==> config.mk <==
export PLATFORM = sky130hd
export DESIGN_NAME = driver_ctrl_flat
export DESIGN_NICKNAME = d
export VERILOG_FILES = /design/src/rtl/driver_ctrl_if.sv /design/src/rtl/driver_ctrl.sv /design/src/flat_wrapper.sv
export SDC_FILE = /design/constraint.sdc
export NUM_CORES = 1
export LEC_CHECK = 0
export ABC_AREA = 1
export ABC_CLOCK_PERIOD_IN_PS = 2300
export BUFFER_PORTS_ARGS = -buffer_cell sky130_fd_sc_hd__clkbuf_2
export CORE_UTILIZATION = 30
export CTS_CLUSTER_DIAMETER = 150
export DETAILED_ROUTE_END_ITERATION = 7
export PLACE_DENSITY = 0.5
export SLEW_MARGIN = 20
export SYNTH_ARGS = -nofsm -noshare
export SYNTH_HDL_FRONTEND = slang
export SYNTH_SLANG_ARGS = --single-unit
==> constraint.sdc <==
create_clock -name clk -period 2.3 [get_ports clk]
set_input_delay 0.23 -clock clk [delete_from_list [all_inputs] [get_ports clk]]
set_output_delay 0.23 -clock clk [all_outputs]
set_load 0.005 [all_outputs]
==> src/rtl/driver_ctrl_if.sv <==
// rtl/driver_ctrl_if.sv - master read port and vector handshake bundle for driver_ctrl
interface driver_ctrl_if #(
    parameter int unsigned VEC_DWORDS = 3
) ();
    logic                      master_rd;
    logic [31:0]               master_addr;
    logic [31:0]               master_data_in;
    logic                      master_data_in_val;
    logic [32*VEC_DWORDS-1:0]  vector_data;
    logic                      vector_valid;
    logic                      vector_ready;

    modport master (
        output master_rd,
        output master_addr,
        output vector_data,
        output vector_valid,
        input  master_data_in,
        input  master_data_in_val,
        input  vector_ready
    );

    modport slave (
        input  master_rd,
        input  master_addr,
        input  vector_data,
        input  vector_valid,
        output master_data_in,
        output master_data_in_val,
        output vector_ready
    );
endinterface

==> src/rtl/driver_ctrl.sv <==
// rtl/driver_ctrl.sv - test vector fetch sequencer for the driver master-read datapath
module driver_ctrl #(
    parameter int unsigned VEC_DWORDS     = 3,
    parameter int unsigned DWORD_BYTES    = 4,
    parameter int unsigned TIMEOUT_CYCLES = 255
) (
    input  logic               clk,
    input  logic               reset,
    input  logic               start,
    input  logic [31:0]        base_addr,
    input  logic [15:0]        num_vectors,
    driver_ctrl_if.master      bus,
    output logic               busy,
    output logic               done,
    output logic               error,
    output logic [15:0]        vec_count
);
    localparam int unsigned VW = 32 * VEC_DWORDS;

    typedef enum logic [2:0] {IDLE, ISSUE, WAIT, PRESENT, FINISH} state_t;

    state_t          state, state_nxt;
    logic [31:0]     cur_addr, cur_addr_nxt;
    logic [15:0]     nvec, nvec_nxt;
    logic [2:0]      k, k_nxt;
    logic [15:0]     tcnt, tcnt_nxt;
    logic            rd_q, rd_nxt;
    logic [31:0]     maddr_q, maddr_nxt;
    logic [VW-1:0]   vdata_q, vdata_nxt;
    logic            vvalid_q, vvalid_nxt;
    logic            busy_nxt, done_nxt, error_nxt;
    logic [15:0]     vcnt_nxt;

    assign bus.master_rd    = rd_q;
    assign bus.master_addr  = maddr_q;
    assign bus.vector_data  = vdata_q;
    assign bus.vector_valid = vvalid_q;

    // State and every output are registered; reset aborts a run without a done pulse
    always_ff @(posedge clk) begin
        if (!reset) begin
            state     <= IDLE;
            cur_addr  <= '0;
            nvec      <= '0;
            k         <= '0;
            tcnt      <= '0;
            rd_q      <= 1'b0;
            maddr_q   <= '0;
            vdata_q   <= '0;
            vvalid_q  <= 1'b0;
            busy      <= 1'b0;
            done      <= 1'b0;
            error     <= 1'b0;
            vec_count <= '0;
        end else begin
            state     <= state_nxt;
            cur_addr  <= cur_addr_nxt;
            nvec      <= nvec_nxt;
            k         <= k_nxt;
            tcnt      <= tcnt_nxt;
            rd_q      <= rd_nxt;
            maddr_q   <= maddr_nxt;
            vdata_q   <= vdata_nxt;
            vvalid_q  <= vvalid_nxt;
            busy      <= busy_nxt;
            done      <= done_nxt;
            error     <= error_nxt;
            vec_count <= vcnt_nxt;
        end
    end

    // Next state plus next register values; outputs for a state are set on entry to it
    always_comb begin
        state_nxt    = state;
        cur_addr_nxt = cur_addr;
        nvec_nxt     = nvec;
        k_nxt        = k;
        tcnt_nxt     = tcnt;
        rd_nxt       = 1'b0;
        maddr_nxt    = maddr_q;
        vdata_nxt    = vdata_q;
        vvalid_nxt   = vvalid_q;
        busy_nxt     = busy;
        done_nxt     = 1'b0;
        error_nxt    = error;
        vcnt_nxt     = vec_count;

        case (state)
            IDLE: begin
                if (start) begin
                    error_nxt = 1'b0;
                    vcnt_nxt  = '0;
                    busy_nxt  = 1'b1;
                    if (num_vectors != 16'd0) begin
                        nvec_nxt     = num_vectors;
                        cur_addr_nxt = base_addr;
                        k_nxt        = '0;
                        state_nxt    = ISSUE;
                    end else begin
                        done_nxt  = 1'b1;
                        state_nxt = FINISH;
                    end
                end
            end
            ISSUE: begin
                rd_nxt    = 1'b1;
                maddr_nxt = cur_addr;
                tcnt_nxt  = '0;
                state_nxt = WAIT;
            end
            WAIT: begin
                if (bus.master_data_in_val) begin
                    for (int i = 0; i < int'(VEC_DWORDS); i++) begin
                        if (k == 3'(i)) begin
                            vdata_nxt[i*32 +: 32] = bus.master_data_in;
                        end
                    end
                    cur_addr_nxt = cur_addr + 32'(DWORD_BYTES);
                    if (k == 3'(VEC_DWORDS - 1)) begin
                        k_nxt      = '0;
                        vvalid_nxt = 1'b1;
                        state_nxt  = PRESENT;
                    end else begin
                        k_nxt     = k + 3'd1;
                        state_nxt = ISSUE;
                    end
                end else if (tcnt == 16'(TIMEOUT_CYCLES - 1)) begin
                    error_nxt = 1'b1;
                    done_nxt  = 1'b1;
                    state_nxt = FINISH;
                end else begin
                    tcnt_nxt = tcnt + 16'd1;
                end
            end
            PRESENT: begin
                if (bus.vector_ready) begin
                    vvalid_nxt = 1'b0;
                    vcnt_nxt   = vec_count + 16'd1;
                    if (vec_count + 16'd1 == nvec) begin
                        done_nxt  = 1'b1;
                        state_nxt = FINISH;
                    end else begin
                        state_nxt = ISSUE;
                    end
                end
            end
            FINISH: begin
                busy_nxt  = 1'b0;
                state_nxt = IDLE;
            end
            default: begin
                state_nxt = IDLE;
            end
        endcase
    end
endmodule
==> src/flat_wrapper.sv <==
// flat-port wrapper written by rule: the top's interface ports become plain ports
module driver_ctrl_flat 
#(
    parameter int unsigned VEC_DWORDS     = 3,
    parameter int unsigned DWORD_BYTES    = 4,
    parameter int unsigned TIMEOUT_CYCLES = 255
)
  (clk, reset, start, base_addr, num_vectors, busy, done, error, vec_count, bus_master_rd, bus_master_addr, bus_vector_data, bus_vector_valid, bus_master_data_in, bus_master_data_in_val, bus_vector_ready);
  driver_ctrl_if #(.VEC_DWORDS(VEC_DWORDS)) bus_i ();
  input  logic clk;
  input  logic reset;
  input  logic start;
  input  logic [31:0] base_addr;
  input  logic [15:0] num_vectors;
  output logic busy;
  output logic done;
  output logic error;
  output logic [15:0] vec_count;
  output wire logic [$bits(bus_i.master_rd)-1:0] bus_master_rd;
  output wire logic [$bits(bus_i.master_addr)-1:0] bus_master_addr;
  output wire logic [$bits(bus_i.vector_data)-1:0] bus_vector_data;
  output wire logic [$bits(bus_i.vector_valid)-1:0] bus_vector_valid;
  input wire logic [$bits(bus_i.master_data_in)-1:0] bus_master_data_in;
  input wire logic [$bits(bus_i.master_data_in_val)-1:0] bus_master_data_in_val;
  input wire logic [$bits(bus_i.vector_ready)-1:0] bus_vector_ready;
  assign bus_master_rd = bus_i.master_rd;
  assign bus_master_addr = bus_i.master_addr;
  assign bus_vector_data = bus_i.vector_data;
  assign bus_vector_valid = bus_i.vector_valid;
  assign bus_i.master_data_in = bus_master_data_in;
  assign bus_i.master_data_in_val = bus_master_data_in_val;
  assign bus_i.vector_ready = bus_vector_ready;
  driver_ctrl #(.VEC_DWORDS(VEC_DWORDS), .DWORD_BYTES(DWORD_BYTES), .TIMEOUT_CYCLES(TIMEOUT_CYCLES)) u_core (.clk(clk), .reset(reset), .start(start), .base_addr(base_addr), .num_vectors(num_vectors), .bus(bus_i), .busy(busy), .done(done), .error(error), .vec_count(vec_count));
endmodule
==> impl_metrics.tcl, run 1 <==
set metrics [dict create \
    status "finished, final reports clean" \
    start_util_pct 30.7 \
    synthCells 1342 \
    seq_area_frac_synth_pct 46.1 \
    placed_area_mm2 0.0111 \
    worstSetupPathType "primary input to flip-flop" \
    finalHoldViolCount 0 \
    switching_share_pct 30.8 \
    yosys_warnings 0 \
    grt_first_pass_wirelength_um 50100 \
    core-area_mm2 0.0309 \
    die_w_um 180 \
    n_fill_cell 3294 \
    cp-start-kind "primary input" \
    period_share_pct 92.8 \
    vdd_drop_max_mv 0.527 \
    skew_ns 0.0122 \
    nNetsFinal 1710 \
    overflow 0 \
    slew_violations 0 \
    p_switching_uw 3350 \
    ys_types 40 \
    std_cell_rows 64 \
    synth_ff_type "dfxtp_1" \
    postRouteAntennaNets 0 \
    io_pins 234 \
    die-area_mm2 0.0324 \
    syn_nets 1431 \
    arrival_ns 2.54 \
    utilization_pct 40.8 \
    synth_area_per_cell_um2 7.08 \
    avgRoutedWirePerCell_um 15.3 \
    power_leakage_uw 0.00555 \
    ys_ff_latch 219 \
    fp.dieH_um 180 \
    drtIter0Drc 484 \
    drive_above_1_share_pct 20.5 \
    cap_violations 0 \
    cts_setup_buffers 0 \
    vias_per_cell 4.81 \
    synth_edf_count 0 \
    period_minus_slack_ns 2.13 \
    crit_required_ns 2.71 \
    grt_usage_pct 18.8 \
    clkTransAtPathRegs_ns 0.06 \
    tightestPinTransition_ns 0.818 \
    globalplace.congestion 0.854 \
    cts_root_buf "clkbuf_16" \
    finalSetupViolations 0 \
    synth_area_mm2 0.00950 \
    htree_levels 1 \
    wl_um 31200 \
    pwr-share-clk_pct 39.4 \
    holdCritPathClass "primary input to flip-flop" \
    cts_tree "done" \
    final_area_mm2 0.0126 \
    seq_power_share_pct 41.7 \
    grt_pass1_vias 9338 \
    dpl.hpwl_um 21100 \
    ys_async_sr_fraction_pct 0 \
    cts_sinks 219 \
    antenna_found_initial 1 \
    crit_path_end_kind "flip-flop" \
    p_int_uw 7510 \
    reg2reg_slack_ns 0.20 \
    crit_fanout 20 \
    drc_errors 0 \
    grt_start_max_net_pins 124 \
    p_comb_share_pct 18.8 \
    clock_latency_ns 0.54 \
    maxSlewHeadroom_pct 45.4 \
    port_buffers 233 \
    cts_made_buffers 27 \
    first_pass_iters 6 \
    timing.fmax_mhz 469 \
    vias 9813 \
    power_density_mw_per_mm2 861 \
    rsz0062_at_grt "true" \
    cts_buffer_depth 3 \
    area_delta_synth_final_pct 32.6 \
]
[what timing repair did]
item / 4_1_cts / 5_1_grt
setup endpoints to repair: 0 / 22
gates resized for setup: 0 / 13
endpoints found under the hold margin: 116 / 0
hold buffers: 56 / 0
[flip-flops by register name, summed over array words and instances, names as in the netlist]
| name | flops |
|---|---|
| u_core.bus.master_addr | 32 |
| u_core.bus.master_rd | 1 |
| u_core.bus.vector_data | 96 |
| u_core.bus.vector_valid | 1 |
| u_core.busy | 1 |
| u_core.cur_addr | 32 |
| u_core.done | 1 |
| u_core.error | 1 |
| u_core.k | 3 |
| u_core.nvec | 16 |
| u_core.state | 3 |
| u_core.tcnt | 16 |
| u_core.vec_count | 16 |
[cells in the final DEF, fill, tap and decap left out, drive strengths merged]
master,count
clkbuf,270
nor2,257
nand2,241
dfxtp,219
o21ai,185
inv,103
a21oi,76
nand3,66
dlygate4sd3,56
nand4,27
buf,27
nor3,22
a31oi,11
nor4,10
xor2,10
o21a,9
clkinv,8
o211ai,7
a211oi,5
a22o,5
or2,4
ha,4
nand3b,3
o22ai,3
xnor2,2
clkinvlp,2
bufinv,2
o21bai,2
diode,1
a31o,1
o211a,1
o41ai,1
o311ai,1
o31ai,1
and3,1
[cell type report]
class | count | area [µm²] | share of cell area [%]
antenna | 1 | 2.50 | 0.0199
clock buffer | 38 | 777 | 6.16
clock inverter | 12 | 120 | 0.953
inverter | 103 | 393 | 3.12
multi-input combinational | 955 | 4480 | 35.5
sequential | 219 | 4390 | 34.8
tap | 396 | 495 | 3.93
timing repair buffer | 315 | 1950 | 15.5
[cell families after synthesis]
| family | share of synthesized area (%) |
|---|---|
| adders and majority gates | 0.527 |
| buffers and inverters | 6.94 |
| and+or+nand+nor | 27.9 |
| AOI/OAI and AO/OA | 17.4 |
| xor gates and xnor gates | 1.11 |
| DFF | 46.1 |
[through the flow]
stage	setup slack [ns]	std cells	power, µW	TNS [ns]	hold slack, ns
finish	0.166	2039	10900	0	0.0127
global route	-0.0235	2038	11500	-0.0235	0.0277
CTS	0.0108	2038	11000	0	0.000906
detailed placement	0.0302	1932	6570	0	0.435
global placement	-0.00769	1932	6560	-0.00769	0.429
floorplan	0.379	1342	5810	0	0.365
[layer usage]
layer | track usage, % | part of all wire [%] | routed length [µm]
met2 | 31.1 | 45 | 14200
met5 | 0 | 0 | 0
met3 | 5.27 | 6.9 | 2170
met4 | 4.48 | 1.9 | 607
met1 | 24.2 | 46 | 14300
[final timing paths]
check,start,endpoint,cells past startpoint
hold / removal,num_vectors[10],u_core.nvec[10]$_SDFFE_PN0P_,3
hold reg to reg,u_core.bus.master_addr[18]$_SDFFE_PN0P_,u_core.bus.master_addr[18]$_SDFFE_PN0P_,2
setup reg to reg,u_core.vec_count[7]$_SDFFE_PN0P_,u_core.state[0]$_SDFFE_PN0P_,13
setup / recovery,num_vectors[0],u_core.cur_addr[14]$_SDFFE_PN0P_,11
[power by group through the flow]
stage | sequential (µW) | combinational (µW) | clock (µW)
final | 4530 | 2050 | 4280
after global routing | 4580 | 2320 | 4560
after CTS | 4530 | 2050 | 4390
after detailed placement | 4600 | 1960 | 0
after global placement | 4600 | 1960 | 0
after floorplan | 4530 | 1270 | 0
[synth_stat cells, types with 6 or more instances]
library cell / count / area [µm²]
a31oi_1: 11 / 68.8
nand2_1: 240 / 901
o211ai_1: 7 / 52.6
nor4_1: 10 / 62.6
nand3_1: 66 / 330
o21ai_1: 6 / 30.0
nor2_1: 252 / 946
a21oi_1: 76 / 380
o21a_1: 9 / 67.6
o21ai_0: 179 / 896
dfxtp_1: 219 / 4380
inv_1: 95 / 357
inv_2: 7 / 26.3
nand4_1: 27 / 169
nor3_1: 18 / 90.1
clkbuf_1: 41 / 154
xor2_1: 10 / 87.6
buf_2: 23 / 115
[critical path, cell delays in order]
cell           delay (ns)
dlygate4sd3_1        0.54
clkbuf_2             0.11
nor4_1               0.49
nand4_1              0.24
nand2_1              0.14
nand2_1              0.06
nand2_1              0.12
buf_4                0.31
a21oi_1              0.06
o21ai_0              0.17
a21oi_1              0.06
(Power assumes the default switching activity.)
==> inputs of run 2 (changes only) <==
- CORE_ASPECT_RATIO: not set -> 2
- CORE_UTILIZATION: 30 -> 50
- PLACE_DENSITY: 0.5 -> 0.76
==> impl_metrics.tcl, run 2 (synthesized netlist as in run 1, its figures left out) <==
set metrics [dict create \
    status "complete, but fails checks" \
    violations "DRC, hold timing" \
    cts_buffer_depth 3 \
    switching_share_pct 31.2 \
    cts_sinks 219 \
    crit_path_max_incr_delay_ns 0.48 \
    r2r_start "u_core.vec_count[4]$_SDFFE_PN0P_" \
    cp-start-kind "flip-flop" \
    reg2reg_depth 13 \
    largest_reg_flops 96 \
    fin_tns_setup_ns 0 \
    drtIter0Drc 567 \
    htree_levels 1 \
    avgRoutedWirePerCell_um 15.7 \
    critPathTopFamily "simple AND/OR/NAND/NOR gates" \
    cts_root_buf "clkbuf_16" \
    die_w_um 99.5 \
    crit_chain "nand2_1, nor2_1, nand2_1, o21bai_2, nand2_1, nand2_1, nand2_1, nor2_1, nand2_1, o21ai_0, nand2_1, nand2_1, a21oi_1" \
    worstSetupPathType "flip-flop to flip-flop" \
    cts_tree "done" \
    routedLengthMet1_um 10700 \
    cts_made_buffers 20 \
    r2r_end "u_core.state[0]$_SDFFE_PN0P_" \
    cpMaxStageDelayCell "dfxtp_1" \
    p_switching_uw 3120 \
    finalHoldViolCount 1 \
    skew_ns 0.0133 \
    period_minus_slack_ns 2.11 \
    hold-path-endpoint "u_core.bus.vector_data[15]$_SDFFE_PN0P_" \
    crit_fanout 7 \
    core-area_mm2 0.0187 \
    diodes 0 \
    met3WireLength_um 1730 \
    fp.dieH_um 197 \
    layoutNonFillerInstCount 1858 \
    cap_violations 0 \
    mostFrequentLayoutCells "nor2_1 (247), nand2_1 (239), clkbuf_2 (232)" \
    nNetsFinal 1679 \
    cp.depth 13 \
    wl_um 29100 \
    grt_usage_pct 29.3 \
    grt_first_pass_wirelength_um 46500 \
    dpl.hpwl_um 20400 \
    p_comb_share_pct 20.3 \
    reg2reg_slack_ns 0.19 \
    crit_required_ns 2.67 \
    grt_start_max_net_pins 50 \
    holdPathStages 3 \
    vias 10100 \
    clkTransAtPathRegs_ns 0.07 \
    drc_errors 2 \
    timing.fmax_mhz 474 \
    pwr-share-clk_pct 34.5 \
    seq_power_share_pct 45.2 \
    utilization_pct 63.8 \
    antenna_found_initial 0 \
    period_share_pct 91.7 \
    n_fill_cell 1692 \
    port_buffers 233 \
    drive_above_1_share_pct 20.6 \
    power_leakage_uw 0.00535 \
    worstHoldStart "bus_master_data_in[15]" \
    std_cell_rows 71 \
    globalplace.congestion 0.944 \
    vias_per_cell 5.42 \
    place_inst 1797 \
    tightestPinTransition_ns 0.742 \
    cp_common_cell "nand2_1" \
    holdCritPathClass "primary input to flip-flop" \
    maxSlewHeadroom_pct 50.5 \
    clock_latency_ns 0.51 \
    dr.max_layer_used "met4" \
    die-area_mm2 0.0196 \
    slew_violations 0 \
    rsz0062_at_grt "true" \
    overflow 0 \
    first_pass_iters 8 \
    crit_path_end_kind "flip-flop" \
    p_int_uw 6880 \
    finalSetupViolations 0 \
    start_util_pct 50.7 \
    area_delta_synth_final_pct 25.8 \
    wl_met2_um 15500 \
    hold_ws_ns -0.00150 \
    postRouteAntennaNets 0 \
    vdd_drop_max_mv 0.587 \
    grt_pass1_vias 9767 \
    cp.buffers_inverters 0 \
    power_density_mw_per_mm2 836 \
    final_common_cell "nor2_1" \
    io_pins 234 \
    arrival_ns 2.48 \
]
## run 2: routing by layer
metal,GRT usage [%],vias to the layer above
met5,0,-
met4,12.9,0
met3,4.86,89
met2,57.2,394
met1,29.7,4669
li1,-,4918
## run 2: power by group through the flow
stage | clock network (µW) | logic, µW | registers [µW]
6_report | 3460 | 2030 | 4520
5_1_grt | 3650 | 2270 | 4570
4_1_cts | 3500 | 2010 | 4510
3_5_place_dp | 0 | 1970 | 4590
3_3_place_gp | 0 | 1940 | 4580
2_1_floorplan | 0 | 1270 | 4530
## run 2: how the worst max path moves through the flow
stage	start	endpoint
3_3_place_gp	u_core.cur_addr[2]$_SDFFE_PN0P_	u_core.cur_addr[24]$_SDFFE_PN0P_
6_report	u_core.vec_count[4]$_SDFFE_PN0P_	u_core.state[0]$_SDFFE_PN0P_
5_1_grt	u_core.cur_addr[2]$_SDFFE_PN0P_	u_core.cur_addr[24]$_SDFFE_PN0P_
2_1_floorplan	u_core.vec_count[0]$_SDFFE_PN0P_	u_core.state[0]$_SDFFE_PN0P_
4_1_cts	u_core.cur_addr[2]$_SDFFE_PN0P_	u_core.cur_addr[24]$_SDFFE_PN0P_
3_5_place_dp	u_core.cur_addr[2]$_SDFFE_PN0P_	u_core.cur_addr[24]$_SDFFE_PN0P_
## run 2: area by class of cell
| type | instances | area [µm²] | share of cell area (%) |
|---|---|---|---|
| Clock inverter | 9 | 115 | 0.962 |
| Inverter | 103 | 389 | 3.25 |
| Multi-Input combinational cell | 955 | 4490 | 37.6 |
| Tap cell | 255 | 319 | 2.67 |
| Sequential cell | 219 | 4390 | 36.7 |
| Clock buffer | 26 | 563 | 4.71 |
| Timing Repair Buffer | 291 | 1690 | 14.2 |
## run 2: per-stage QoR
| stage | hold slack (ns) | total power [µW] | area (µm²) | setup WS [ns] |
|---|---|---|---|---|
| floorplan | 0.365 | 5810 | 9500 | 0.379 |
| global route | 0.0111 | 10500 | 12000 | -0.00217 |
| finish | -0.00150 | 10000 | 12000 | 0.190 |
| CTS | 0.000718 | 10000 | 11900 | 0.0292 |
| detailed placement | 0.441 | 6560 | 11000 | 0.0562 |
| global placement | 0.435 | 6510 | 11000 | 0.0923 |
## run 2: tightest hold or removal path, cell delays in order
cell,delay (ns)
clkbuf_2,0.10
nor2_1,0.05
nor2_1,0.08
## run 2: repair_timing
item / CTS / global route
buffers inserted: 0 / 0
hold buffers: 26 / 0
endpoints found under the hold margin: 51 / 0
setup endpoints to repair: 0 / 10
resized for setup: 0 / 14
